### src/rtl/fetch_queue_pkg.sv
// Shared definitions for the instruction prefetch buffer: word sizes, NOP
// encoding, default reset PC and the queue entry layout.
package fetch_queue_pkg;

  localparam int                    WORD_WIDTH       = 32;
  localparam logic [WORD_WIDTH-1:0] ZERO_WORD        = '0;
  localparam logic [WORD_WIDTH-1:0] NOP_INSTR        = 32'h0000_0000;
  localparam logic [WORD_WIDTH-1:0] RESET_PC_DEFAULT = 32'h0000_0000;
  localparam int                    DROP_W           = 8;

  typedef struct packed {
    logic [WORD_WIDTH-1:0] pc;
    logic [WORD_WIDTH-1:0] instr;
  } fq_entry_t;

  function automatic logic [WORD_WIDTH-1:0] next_pc(input logic [WORD_WIDTH-1:0] pc);
    return pc + 32'd4;
  endfunction

endpackage

### src/rtl/fetch_fifo.sv
// In-order queue of {pc, instr} entries with synchronous flush; the head is
// read straight from the storage array, so it is a registered value.
module fetch_fifo
  import fetch_queue_pkg::*;
#(
  parameter int DEPTH = 4,
  localparam int AW   = $clog2(DEPTH)
) (
  input  logic      clk,
  input  logic      rst,
  input  logic      push,
  input  fq_entry_t push_data,
  input  logic      pop,
  input  logic      clear,
  output logic [AW:0] count,
  output logic      empty,
  output logic      full,
  output fq_entry_t head
);

  fq_entry_t        r_mem [DEPTH];
  logic [AW-1:0]    r_wr_ptr;
  logic [AW-1:0]    r_rd_ptr;
  logic [AW:0]      r_count;
  logic             w_pop;

  assign w_pop = pop && (r_count != '0);
  assign count = r_count;
  assign empty = (r_count == '0);
  assign full  = (r_count == (AW+1)'(DEPTH));
  assign head  = r_mem[r_rd_ptr];

  // Storage carries no reset; only the pointers decide what is valid.
  always_ff @(posedge clk) begin
    if (push && !clear) r_mem[r_wr_ptr] <= push_data;
  end

  always_ff @(posedge clk) begin
    if (!rst || clear) begin
      r_wr_ptr <= '0;
      r_rd_ptr <= '0;
      r_count  <= '0;
    end else begin
      if (push)  r_wr_ptr <= r_wr_ptr + 1'b1;
      if (w_pop) r_rd_ptr <= r_rd_ptr + 1'b1;
      case ({push, w_pop})
        2'b10:   r_count <= r_count + 1'b1;
        2'b01:   r_count <= r_count - 1'b1;
        default: r_count <= r_count;
      endcase
    end
  end

endmodule

### src/rtl/fetch_queue.sv
// Instruction prefetch buffer: sequential fetch over a req/gnt/rvalid port,
// in-order buffering toward decode, and redirect with stale-response dropping.
module fetch_queue
  import fetch_queue_pkg::*;
#(
  parameter int                    DEPTH    = 4,
  parameter logic [WORD_WIDTH-1:0] RESET_PC = RESET_PC_DEFAULT
) (
  input  logic                  clk,
  input  logic                  rst,
  input  logic                  redirect,
  input  logic [WORD_WIDTH-1:0] redirect_pc,
  output logic                  imem_req,
  output logic [WORD_WIDTH-1:0] imem_addr,
  input  logic                  imem_gnt,
  input  logic                  imem_rvalid,
  input  logic [WORD_WIDTH-1:0] imem_rdata,
  input  logic                  stallD,
  output logic                  instr_valid,
  output logic [WORD_WIDTH-1:0] instrF,
  output logic [WORD_WIDTH-1:0] pcF
);

  localparam int AW = $clog2(DEPTH);

  logic [WORD_WIDTH-1:0] r_fetch_pc;
  logic [WORD_WIDTH-1:0] r_rsp_pc;
  logic [AW:0]           r_outstanding;
  logic [DROP_W-1:0]     r_drop_cnt;

  logic [AW:0]   w_count;
  logic          w_empty;
  logic          w_full;
  fq_entry_t     w_head;
  fq_entry_t     w_push_data;
  logic [AW+1:0] w_inflight;
  logic          w_grant;
  logic          w_drop;
  logic          w_keep;
  logic          w_push;
  logic          w_pop;

  // r_outstanding counts only fetches whose responses will be kept; stale
  // ones move into r_drop_cnt on redirect and no longer consume credit.
  assign w_inflight = {1'b0, w_count} + {1'b0, r_outstanding};
  assign imem_req   = rst && !redirect && (w_inflight < (AW+2)'(DEPTH));
  assign imem_addr  = r_fetch_pc;
  assign w_grant    = imem_req && imem_gnt;
  assign w_drop     = imem_rvalid && (r_drop_cnt != '0);
  assign w_keep     = imem_rvalid && !w_drop;
  assign w_push     = w_keep && !redirect;
  assign w_pop      = !w_empty && !stallD && !redirect;

  assign w_push_data = '{pc: r_rsp_pc, instr: imem_rdata};

  fetch_fifo #(.DEPTH(DEPTH)) u_fifo (
    .clk       (clk),
    .rst       (rst),
    .push      (w_push),
    .push_data (w_push_data),
    .pop       (w_pop),
    .clear     (redirect),
    .count     (w_count),
    .empty     (w_empty),
    .full      (w_full),
    .head      (w_head)
  );

  assign instr_valid = !w_empty;
  assign instrF      = w_empty ? NOP_INSTR : w_head.instr;
  assign pcF         = w_empty ? ZERO_WORD : w_head.pc;

  always_ff @(posedge clk) begin
    if (!rst) begin
      r_fetch_pc    <= RESET_PC;
      r_rsp_pc      <= RESET_PC;
      r_outstanding <= '0;
      r_drop_cnt    <= '0;
    end else if (redirect) begin
      r_fetch_pc    <= redirect_pc;
      r_rsp_pc      <= redirect_pc;
      r_outstanding <= '0;
      r_drop_cnt    <= r_drop_cnt + DROP_W'(r_outstanding) - DROP_W'(imem_rvalid);
    end else begin
      if (w_grant) r_fetch_pc <= next_pc(r_fetch_pc);
      if (w_push)  r_rsp_pc   <= next_pc(r_rsp_pc);
      if (w_drop)  r_drop_cnt <= r_drop_cnt - 1'b1;
      case ({w_grant, w_keep})
        2'b10:   r_outstanding <= r_outstanding + 1'b1;
        2'b01:   r_outstanding <= r_outstanding - 1'b1;
        default: r_outstanding <= r_outstanding;
      endcase
    end
  end

  always_ff @(posedge clk) begin
    if (rst && w_push) assert (!w_full);
  end

endmodule

### config.mk
export PLATFORM = sky130hd
export DESIGN_NAME = fetch_queue
export DESIGN_NICKNAME = d
export VERILOG_FILES = /design/src/rtl/fetch_queue_pkg.sv /design/src/rtl/fetch_fifo.sv /design/src/rtl/fetch_queue.sv
export SDC_FILE = /design/constraint.sdc
export NUM_CORES = 1
export LEC_CHECK = 0
export BUFFER_PORTS_ARGS = -buffer_cell sky130_fd_sc_hd__buf_2
export CELL_PAD_IN_SITES_DETAIL_PLACEMENT = 0
export CELL_PAD_IN_SITES_GLOBAL_PLACEMENT = 1
export CORE_MARGIN = 1.5
export CORE_UTILIZATION = 50
export DETAILED_ROUTE_END_ITERATION = 16
export GPL_ROUTABILITY_DRIVEN = 1
export PLACE_DENSITY_LB_ADDON = 0.1
export SLEW_MARGIN = 15
export SYNTH_ARGS = -nofsm -noshare
export SYNTH_HDL_FRONTEND = slang
export SYNTH_SLANG_ARGS = --single-unit
### constraint.sdc
create_clock -name clk -period 6.16 [get_ports clk]
set_input_delay 0.308 -clock clk [delete_from_list [all_inputs] [get_ports clk]]
set_output_delay 0.308 -clock clk [all_outputs]
set_load 0.02 [all_outputs]
# ---- Word level (Yosys, flattened, before mapping)
# Memories as Yosys holds them, arrays and structs flattened. A register that Yosys moved wholly into a read port is not among the register bits.
# Cells that the tools add are included.
dict set report totals {
  memories 1
  in_bits 70
  out_inout_bits 98
  word_cells 65
  ramBits 256
  reg_bits 82
}
dict set report op_classes {
  n_lt_le_gt_ge 1
  eq_ne 4
  n_bitwise 1
  n_reduce_logical 25
  add_sub_neg 12
  mux 14
}
# memory depth word_bits read_ports rd_ports_with_merged_regs write_ports line_no
set mem_list {}
lappend mem_list {u_fifo.r_mem 4 64 1 1 1 fetch_fifo.sv:21} ;# fq_entry_t r_mem [DEPTH];
# op n
set op_table {}
lappend op_table {{$mux 32} 6}
lappend op_table {{$add 32x3->32 const B} 2}
lappend op_table {{$mux 8} 2}
lappend op_table {{$pmux 3 s2} 2}
lappend op_table {{$logic_and 1x1->1} 10}
lappend op_table {{$reduce_bool 2->1} 5}
lappend op_table {{$add 8x3->8} 1}
lappend op_table {{$reduce_bool 8->1} 1}
lappend op_table {{$sub 8x1->8} 1}
lappend op_table {{$sub 8x1->8 const B} 1}
lappend op_table {{$add 3x1->3 const B} 2}
lappend op_table {{$sub 3x1->3 const B} 2}
lappend op_table {{$logic_not 1->1} 5}
lappend op_table {{$add 2x1->2 const B} 2}
lappend op_table {{$add 3x3->4} 1}
lappend op_table {{$eq 2x1->1 const B} 2}
lappend op_table {{$eq 2x2->1 const B} 2}
lappend op_table {{$lt 4x3->1 const B} 1}
lappend op_table {{$mux 2} 2}
lappend op_table {{$logic_not 3->1} 1}
lappend op_table {{$reduce_bool 3->1} 1}
lappend op_table {{$mux 1} 2}
lappend op_table {{$reduce_or 2->1} 1}
lappend op_table {{$logic_or 1x1->1} 1}
lappend op_table {{$not 1->1} 1}

# ---- Logic depth before layout (Yosys ltp)
dict set report logic_depth {
  ltp_word 8
  ltp_mapped 13
  ltp_nobuf 12
}

# ---- Hierarchy
# From an unflattened synthesis, not the netlist that was laid out.
dict set report hier_totals {
  cells_unflattened 1042
  area_unflattened_um2 14796.7
}
# mod instances seq_area_each_um2 area_per_inst_um2 cells_per_inst
set by_module_without_submodules {}
lappend by_module_without_submodules {fetch_fifo 1 7867.5 9769.4 386}
lappend by_module_without_submodules {fetch_queue 1 1501.4 5027.3 656}

# ---- Least setup slack after synthesis
# Ideal clock, no wire load.
dict set report synth_timing {
  kind {register to register}
  from {register r_drop_cnt[4]}
  to {memory u_fifo.r_mem[0][0] (netlist bit), enable pin}
  synth_period_minus_slack_ns 3.652
  arrival_ns 3.223
  n_path_buf 2
  required_time_ns 5.731
  slack_ns 2.508
  path_stages_with_launch 9
  cell_sequence {dfxtp_1 inv_1 ha_1 nor4bb_1 clkbuf_1 nand3_1 inv_1 buf_1 and3_1}
}
dict set report synth_between {
  elab_chain_cells 8
}
# element line_no
set synth_rtl {}
lappend synth_rtl {{from (decl)} fetch_queue.sv:29} ;# logic [DROP_W-1:0] r_drop_cnt;
lappend synth_rtl {{from (signal assigned)} fetch_queue.sv:83} ;# r_drop_cnt <= r_drop_cnt + DROP_W'(r_outstanding) - DROP_W'(imem_rvalid);
lappend synth_rtl {{from (signal assigned)} fetch_queue.sv:87} ;# if (w_drop) r_drop_cnt <= r_drop_cnt - 1'b1;
lappend synth_rtl {{$reduce_bool 8->1} fetch_queue.sv:49} ;# assign w_drop = imem_rvalid && (r_drop_cnt != '0);
lappend synth_rtl {{$logic_and 1x1->1} fetch_queue.sv:49}
lappend synth_rtl {{$logic_not 1->1} fetch_queue.sv:50} ;# assign w_keep = imem_rvalid && !w_drop;
lappend synth_rtl {{$logic_and 1x1->1} fetch_queue.sv:50}
lappend synth_rtl {{$logic_and 1x1->1} fetch_queue.sv:51} ;# assign w_push = w_keep && !redirect;
lappend synth_rtl {{$logic_and 1x1->1} fetch_fifo.sv:35} ;# if (push && !clear) r_mem[r_wr_ptr] <= push_data;
lappend synth_rtl {{$mux 1} fetch_fifo.sv:35}
lappend synth_rtl {{$mux 1 (not written as such)} fetch_fifo.sv:35}
lappend synth_rtl {{to (decl)} fetch_fifo.sv:21}
# No other way between the ends.

# ---- Worst setup path in the final report
dict set report layout_timing {
  from {register r_drop_cnt[5]}
  to {memory u_fifo.r_mem[3][21] (netlist bit), enable pin}
}
# Same word-level chain as after synthesis.

==> flow_metrics.env <==
export IMPL_avgSynthCellArea_sq_um=14.31
export IMPL_tightest_slew_ns=1.055
export IMPL_cts_buffer_depth=3
export IMPL_internal_power_w=0.003941
export IMPL_sequentialPowerShare_pct=50.6
export IMPL_grt_start_max_net_pins=71
export IMPL_h_tree_depth=2
export IMPL_firstDrtPassIters=5
export IMPL_fin_ws_ns=2.279
export IMPL_status="finished clean"
export IMPL_row_count=62
export IMPL_p_clk_share_pct=38.4
export IMPL_startpoint="r_drop_cnt[5]"
export IMPL_rsz0062_at_grt="no"
export IMPL_syn_to_final_growth_pct=16.61
export IMPL_ys_types=62
export IMPL_power_density_nw_per_um2=305.3
export IMPL_path_max_fanout=38
export IMPL_final_cell_mix="256 x edfxtp_1, 167 x buf_2, 82 x dfxtp_1, 68 x and2_1, 64 x mux4_2"
export IMPL_cts_root_buf="clkbuf_16"
export IMPL_synthesis_area_sq_um=14580
export IMPL_synth_warnings=0
export IMPL_wl_per_cell_microns=20.43
export IMPL_die_y_microns=173.8
export IMPL_setup_viol=0
export IMPL_post_cts_resized=0
export IMPL_portBuffers=167
export IMPL_yosysSeqAreaShare_pct=64.27
export IMPL_max_cap_viol_count=0
export IMPL_critPathCaptureType="register"
export IMPL_switching_share_pct=24.07
export IMPL_max_freq_ghz=0.2577
export IMPL_ys_async_sr_fraction_pct=0
export IMPL_drive_above_1_share_pct=24.82
export IMPL_drv_slew=0
export IMPL_die_area_sq_um=30190
export IMPL_dp_hpwl_microns=21020
export IMPL_numClockSinks=340
export IMPL_start_kind="register"
export IMPL_synthFlopType="edfxtp_1"
export IMPL_synth_edff_count=256
export IMPL_p_leak_nw=5.976
export IMPL_grt_pass1_vias=9123
export IMPL_finClkSkew_ns=0.01576
export IMPL_post_drt_via_cell_ratio=5.660
export IMPL_io_pins=168
export IMPL_regToRegStartpoint="r_drop_cnt[5]"
export IMPL_die_w_microns=173.8
export IMPL_synth_cells=1019
export IMPL_tns_ns=0
export IMPL_worstPathArrival_ns=4.06
export IMPL_final_common_cell="edfxtp_1"
export IMPL_track_usage_pct=22.13
export IMPL_layout_min_cycle_time_ns=3.881
export IMPL_synth_nets=1119
export IMPL_grt_pass1_wl_microns=51810
export IMPL_grt_ovfl_total=0
export IMPL_critical_path_class="reg -> reg"
export IMPL_drt_total_wl_microns=32790
export IMPL_ir_drop_mv=0.1808
export IMPL_power_frac_comb_pct=11.0
export IMPL_min_from="redirect_pc[28]"
export IMPL_vias=9084
export IMPL_hold_class="in -> reg"
export IMPL_power_switching_w=0.001249
export IMPL_pre_cts_ws_ns=2.242
export IMPL_hold_violations=0
export IMPL_gp_congestion=0.8168
export IMPL_fin_crit_sh_pct=63.00
export IMPL_clk_latency_ns=0.52
export IMPL_stdcell_area_sq_um=17000
export IMPL_start_util_pct=50.79
export IMPL_ant_nets=0
export IMPL_whs_ns=0.01689
export IMPL_slew_limit_headroom_pct=29.67
export IMPL_final_core_util_pct=59.22
export IMPL_placed_area_sq_um=15790
export IMPL_drt_iter0_markers=656
export IMPL_cts_buffers=35
export IMPL_cts_setup_buffers=0
export IMPL_antenna_found_initial=0
export IMPL_antenna_cells=0
export IMPL_cts_tree="done"
export IMPL_ys_seq_elements=340
export IMPL_fin_nets=1295
export IMPL_required_ns=6.34
export IMPL_clkTransAtPathRegs_ns=0.06
export IMPL_drc_errors=0
export IMPL_coreArea_sq_um=28700
==> worst paths after layout <==
check                              to  slack (ns)  cells past startpoint
setup / recovery  u_fifo.r_mem[3][21]        2.28                      7
hold / removal          imem_addr[28]        0.02                      2
setup reg to reg  u_fifo.r_mem[3][21]        2.28                      7
hold reg to reg          imem_addr[0]        0.48                      2
==> flip-flops by register name (all words and copies together), names as in the netlist, named ones only <==
| register | flops |
|---|---|
| imem_addr | 32 |
| r_drop_cnt | 8 |
| r_outstanding | 3 |
| r_rsp_pc | 32 |
| u_fifo.count | 3 |
| u_fifo.r_mem | 256 |
| u_fifo.r_rd_ptr | 2 |
| u_fifo.r_wr_ptr | 2 |
==> worst max-delay path, stage by stage (launching register included) <==
cell and delay [ns]:
dfxtp_1 0.33, inv_1 0.14, ha_1 0.18, nor4bb_1 0.70
nand3_1 0.28, inv_1 0.42, and3_2 0.95, buf_4 0.52
==> timing repair <==
item	in CTS	in global routing
hold endpoints to repair	49	0
hold buffers	13	0
endpoints found under the setup margin	0	0
==> stage by stage <==
| stage | total power (W) | instances |
|---|---|---|
| after CTS | 0.005235 | 1605 |
| after detailed placement | 0.003236 | 1529 |
| after global routing | 0.005399 | 1605 |
| after floorplan | 0.003058 | 1019 |
| after global placement | 0.003233 | 1529 |
| final | 0.005190 | 1605 |
==> logic make-up (layout without fill, tap and decap cells) <==
logic type	after synthesis	count (layout)	share of synthesized area, %
DFF	340	340	64.27
and+or+nand+nor	302	302	11.60
AOI/OAI and AO/OA	145	145	6.351
buffers and inverters	92	294	2.369
muxes	66	66	10.03
xor gates and xnor gates	44	44	2.644
adders and majority gates	30	30	2.729
==> power groups by stage <==
stage               clock (W)  combinational (W)  sequential (W)
finish                0.00199           0.000572         0.00263
detailed placement          0           0.000561         0.00267
global route          0.00212           0.000643         0.00264
CTS                   0.00203           0.000574         0.00263
global placement            0           0.000562         0.00267
floorplan                   0           0.000393         0.00267
==> synth_stat cells (all sizes together) (2+ instances only) <==
library cell	count	area, sq um
mux4	64	1441
o211ai	4	30.03
o31ai	2	15.01
and3	15	93.84
ha	27	337.8
inv	41	153.9
edfxtp	256	7687
a21o	3	22.52
a21oi	45	225.2
fa	3	60.06
nor2b	4	25.02
nand4	19	118.9
or4	7	56.30
or3	6	37.54
xor2	11	96.34
nand3b	2	15.01
a32oi	5	43.79
buf	10	37.54
nor3b	8	65.06
dfxtp	84	1682
and4	11	96.34
o21bai	2	15.01
a211oi	14	105.1
nor4bb	3	30.03
and2	69	431.7
nor4	8	56.30
a21boi	2	15.01
nand3	32	160.2
o21a	5	37.54
o311ai	7	61.31
o21ai	34	170.2
nand2b	3	18.77
a211o	3	26.28
clkbuf	41	153.9
a31oi	5	31.28
a311oi	2	17.52
nor3	23	126.4
xnor2	33	289.0
nor2	39	146.4
a221o	2	20.02
nand2	50	187.7
==> layout make-up <==
cell class / instances / area (sq um)
fillers: 2303 / 11700
well taps: 384 / 480.5
repair buffers: 190 / 1041
clock buffers: 49 / 969.7
multi-input cells: 587 / 4870
flip-flops and latches: 340 / 9374
inverters: 41 / 153.9
clock inverters: 14 / 110.1
==> metal layers <==
metal	vias up	track usage, %	routed length, microns
met1	4472	31.73	15180
met3	55	3.268	1707
met2	300	35.17	15120
met4	0	6.932	780
li1	4257	-	-
met5	-	0	0
(Power assumes the default switching activity.)
